### src/rtl/mips_pkg.sv
// Shared fetch-stage types: FSM encoding, PC constants, output slot payload.
package mips_pkg;

  typedef enum logic [1:0] {
    IDLE  = 2'd0,
    FETCH = 2'd1,
    FAULT = 2'd2
  } fetch_state_e;

  localparam logic [31:0] RESET_PC_DFLT = 32'h0000_0000;
  localparam logic [31:0] PC_STEP       = 32'd4;

  // Payload carried by the one-entry output slot
  typedef struct packed {
    logic [31:0] instr;
    logic [31:0] pc;
    logic [31:0] pc4;
  } slot_t;

  // A PC is unusable if it is not word-aligned or points past the imem depth
  function automatic logic pc_bad(input logic [31:0] pc, input int aw);
    return (pc[1:0] != 2'b00) || ((pc >> (aw + 2)) != 32'd0);
  endfunction

endpackage

### src/rtl/fetch_slot.sv
// One-entry valid/ready output register: flush beats load, load beats drain.
module fetch_slot
  import mips_pkg::*;
(
  input  logic  clk,
  input  logic  reset,
  input  logic  load,
  input  logic  flush,
  input  logic  ready,
  input  slot_t d,
  output logic  valid,
  output slot_t q
);

  // Slot state: flush empties, load fills, a handshake without refill empties
  always_ff @(posedge clk or negedge reset) begin
    if (!reset) begin
      valid <= 1'b0;
      q     <= '0;
    end else if (flush) begin
      valid <= 1'b0;
    end else if (load) begin
      valid <= 1'b1;
      q     <= d;
    end else if (valid && ready) begin
      valid <= 1'b0;
    end
  end

endmodule

### src/rtl/fetch_unit.sv
// Instruction fetch: PC register, FSM, range check, handshake counter, output slot.
module fetch_unit
  import mips_pkg::*;
#(
  parameter logic [31:0] RESET_PC = RESET_PC_DFLT,
  parameter int          IMEM_AW  = 6
) (
  input  logic               clk,
  input  logic               reset,
  output logic [IMEM_AW-1:0] imem_addr,
  input  logic [31:0]        imem_rd,
  input  logic               redirect_valid,
  input  logic [31:0]        redirect_pc,
  output logic               out_valid,
  input  logic               out_ready,
  output logic [31:0]        instr,
  output logic [31:0]        out_pc,
  output logic [31:0]        out_pc4,
  output logic               fault,
  output logic [31:0]        fetch_count
);

  fetch_state_e state;
  logic [31:0]  pc;
  logic         slot_free, cur_bad, redir_bad;
  logic         load, flush;
  slot_t        slot_d, slot_q;

  assign imem_addr = pc[IMEM_AW+1:2];
  assign slot_free = !out_valid || out_ready;
  assign cur_bad   = pc_bad(pc, IMEM_AW);
  assign redir_bad = (redirect_pc[1:0] != 2'b00);
  assign fault     = (state == FAULT);

  assign slot_d  = '{instr: imem_rd, pc: pc, pc4: pc + PC_STEP};
  assign instr   = slot_q.instr;
  assign out_pc  = slot_q.pc;
  assign out_pc4 = slot_q.pc4;

  // Slot control: redirect flushes, a bad PC flushes, otherwise capture when free
  always_comb begin
    load  = 1'b0;
    flush = 1'b0;
    if (state == FETCH) begin
      if (redirect_valid)  flush = 1'b1;
      else if (slot_free) begin
        if (cur_bad) flush = 1'b1;
        else         load  = 1'b1;
      end
    end
  end

  // FSM and PC: redirect has priority, PC advances only on a capture
  always_ff @(posedge clk or negedge reset) begin
    if (!reset) begin
      state <= IDLE;
      pc    <= RESET_PC;
    end else begin
      case (state)
        IDLE:  state <= FETCH;
        FETCH: begin
          if (redirect_valid) begin
            if (redir_bad) state <= FAULT;
            else           pc    <= redirect_pc;
          end else if (slot_free) begin
            if (cur_bad) state <= FAULT;
            else         pc    <= pc + PC_STEP;
          end
        end
        FAULT:   state <= FAULT;
        default: state <= FAULT;
      endcase
    end
  end

  // Handshake counter, live in every state, wraps naturally
  always_ff @(posedge clk or negedge reset) begin
    if (!reset)                      fetch_count <= '0;
    else if (out_valid && out_ready) fetch_count <= fetch_count + 32'd1;
  end

  fetch_slot u_slot (
    .clk   (clk),
    .reset (reset),
    .load  (load),
    .flush (flush),
    .ready (out_ready),
    .d     (slot_d),
    .valid (out_valid),
    .q     (slot_q)
  );

endmodule

### config.mk
export PLATFORM = sky130hd
export DESIGN_NAME = fetch_unit
export DESIGN_NICKNAME = d
export VERILOG_FILES = /design/src/rtl/mips_pkg.sv /design/src/rtl/fetch_slot.sv /design/src/rtl/fetch_unit.sv
export SDC_FILE = /design/constraint.sdc
export NUM_CORES = 1
export LEC_CHECK = 0
export CAP_MARGIN = 20
export CELL_PAD_IN_SITES_DETAIL_PLACEMENT = 1
export CELL_PAD_IN_SITES_GLOBAL_PLACEMENT = 1
export CORE_MARGIN = 10
export CORE_UTILIZATION = 37
export CTS_CLUSTER_SIZE = 24
export DETAILED_ROUTE_END_ITERATION = 10
export PLACE_DENSITY = 0.81
export SYNTH_ARGS = -nofsm -noshare
export SYNTH_HDL_FRONTEND = slang
export SYNTH_SLANG_ARGS = --single-unit
### constraint.sdc
create_clock -name clk -period 2.3 [get_ports clk]
set_input_delay 0.46 -clock clk [delete_from_list [all_inputs] [get_ports clk]]
set_output_delay 0.46 -clock clk [all_outputs]
set_load 0.01 [all_outputs]
==> results by group <==
Outcome
  – Status: finished clean

Timing
  – Clk_skew: 0.0131 ns
  – Unrepaired setup endpoints after global routing: no
  – Worst-margin pin slew: 0.617 ns
  – Slew margin rel.: 58.7%
  – Max Clk Rate: 474 MHz
  – Period minus WS final: 2.11 ns
  – # setup viols final: 0
  – Hold Slack: 0.460 ns
  – Crit share post-route: 91.7%
  – Fin. Hold Viols: 0
  – Max Slew Vio Count: 0

Placement
  – Placed Cells: 959
  – Hpwl dp: 15.2 mm
  – RePlAce Congestion: 0.844
  – Input/output buffers: 203

Synth
  – Synth Flop Type: dfrtp_1
  – Synthesized instance count: 530
  – Yosys warns: 0
  – Top cell type by total area after synthesis: dfrtp_1
  – Post-synth cell types: 53
  – Ys async rst share: 100%
  – Avg Inst Size Synth: 12.6 um^2
  – EDFF count, synth: 0
  – Register bit total from synthesis: 161
  – Mapped Nets: 600
  – Top cells by area, synth: dfrtp_1 60%, mux2_2 6.1%, nor2b_1 4.9%, xor2_1 2.8%, xnor2_1 2.0%
  – Sequential-to-total area share from yosys stat: 60.4%
  – Post-synth top cells: 161 x dfrtp_1, 52 x nor2b_1, 36 x mux2_2
  – Synth top area share: 60.4%
  – Cell area after synthesis: 6670 um^2
  – Most common cell in the netlist: dfrtp_1

Detailed routing
  – WL met2: 10.2 mm
  – Top sig layer: met4
  – Post-DRT Antenna Nets: 0
  – Metal-1 WL: 8.28 mm
  – Routed met3 length: 1.41 mm
  – Drt first pass iters: 4
  – Via Count: 5,158
  – Via density: 5.20
  – Final WL: 20.4 mm
  – Drt wl/cell: 20.6 um
  – DRC Markers: 0
  – Iter 0 DRT Violations: 195

Floorplanning
  – Starting Density: 37.4%
  – Boundary pin count: 204
  – Core area: 17,800 um^2
  – Die H: 154 um
  – Die footprint: 23,800 um^2
  – Chip Width: 154 um
  – Row count: 49

Global route
  – Vias in the first global route: 5,807
  – Largest net degree at the start of global routing: 53
  – Initial antenna violation count: 0
  – Grt ovf: 0
  – First-pass GRT wire length: 32.9 mm
  – Total track usage: 17.1%

Clock network
  – CTS sink cnt: 161
  – Clock root buffer: clkbuf_16
  – Clock slew at reported path FFs: 0.07 ns
  – TritonCTS buffer count: 17
  – CTS tree: done
  – H-Tree Depth: 4
  – Clk_lat worst skew: 0.42 ns
  – Clock Path Buffers: 2

Final layout
  – Footprint of the multi-input gates: 2430 um^2
  – Fraction of layout cells with a size suffix above 1: 14.7%
  – Post-route non-filler standard cell count: 991
  – Ant diodes: 0
  – Final net count: 820
  – # fillers: 1,804
  – Register area: 4030 um^2
  – Area grow syn2layout: 45.6%

Power and ir drop
  – IR drop worst, VDD: 0.000543 V
  – Power per Cell Area: 688 nW/um^2
  – P_leak: 0.00443 uW

Setup path
  – CP cell instances: nor2b_1 -> clkdlybuf4s50_1
  – Master of the slowest instance on the critical path: clkdlybuf4s50_1
  – Crit path max fanout: 4
  – Worst setup SP type: flip-flop
  – Req. time, crit path: 1.84 ns
  – Crit Path Class: reg -> out
  – Crit. End Element: output pin
  – Worst EP arrival: 1.65 ns
  – Worst R2R Setup Slack: 0.21 ns
  – Crit path max-delay family: buffers and inverters
  – Largest stage delay, worst path: 0.58 ns
  – Buffers & Inverters on Critical Path: 1

Worst hold path
  – Worst hold path type: in -> async

Run
  – Max cap viols: 0
area by class of cell:
class,count,area share (%)
Timing Repair Buffer,235,24.0
Clock buffer,18,4.52
Clock inverter,13,1.78
Multi-Input combinational cell,328,25.0
Tap cell,229,2.95
Inverter,7,0.271
Sequential cell,161,41.5
logic make-up (layout without fill, tap and decap cells):
family | after synthesis | count (layout) | synth area share [%]
fa+ha+maj | 2 | 2 | 0.375
mux | 46 | 46 | 7.75
compound gates | 60 | 60 | 6.76
flops | 161 | 161 | 60.4
buf+inv | 41 | 273 | 3.40
xor+xnor | 36 | 36 | 4.73
simple gates | 184 | 184 | 16.6
sequential cells by signal, indices dropped and copies added, names as in the netlist:
name,cells
u_slot.q,94
fetch_count,32
pc,32
state,2
u_slot.valid,1
routing by layer:
layer / track usage, % / vias to the layer above
met1: 20.2 / 2611
li1: - / 2317
met2: 28.2 / 191
met3: 5.60 / 39
met4: 6.79 / 0
met5: 0 / -
what timing repair did:
action,CTS,global route
endpoints found under the hold margin,21,0
resized for setup,0,2
hold buffers,1,0
setup buffers,0,0
setup endpoints to repair,0,31
stage by stage:
stage / utilization, % / instance area [um^2] / total power, uW / setup TNS, ns / setup slack, ns
floorplan: - / 6670 / 3350 / 0 / 0.230
global placement: 50.9 / 9070 / 3740 / -1.93 / -0.0500
detailed placement: 50.9 / 9070 / 3770 / -5.00 / -0.0922
CTS: 54.4 / 9700 / 6750 / 0 / 0.110
global route: 54.4 / 9710 / 6980 / 0 / 0.0660
finish: 54.4 / 9710 / 6680 / 0 / 0.191
worst register-to-register path: stages (launching register included):
cell and delay [ns]:
dfrtp_1 0.41, nor4_2 0.42, nand4_2 0.22, nor3_4 0.27
buf_12 0.26, mux2_2 0.40
worst paths after layout:
path | start | cells past startpoint | endpoint
min in group clk | fetch_count[31] | 1 | fetch_count[31]
max | state[1] | 2 | fault
max reg2reg | pc[19] | 5 | u_slot.q[68]
max in group asynchronous | reset | 3 | pc[1]
min | reset | 2 | u_slot.q[82]
min reg2reg | fetch_count[31] | 1 | fetch_count[31]
report_power, final:
| part | switching [uW] | internal [uW] |
|---|---|---|
| combinational | 284 | 365 |
| clock | 1200 | 1760 |
| sequential | 125 | 2950 |
cell usage in the layout, fill, tap and decap left out, types with 4 or more instances in the layout:
cell type	n
mux2_1	9
inv_1	7
a22o_1	13
a21oi_1	5
buf_4	27
nor2b_1	52
and4_1	7
dfrtp_1	161
nor4_2	5
o211ai_1	10
xor2_1	21
buf_12	4
nor2_1	25
xnor2_1	15
a31oi_1	11
and2_1	4
and3_1	6
nand2_1	26
nand4_1	11
clkbuf_16	17
o32ai_1	7
nor3_1	8
nand3_1	16
inv_6	7
clkdlybuf4s50_1	202
mux2_2	36
nor4_1	8
Power figures use the tool's default switching activity.
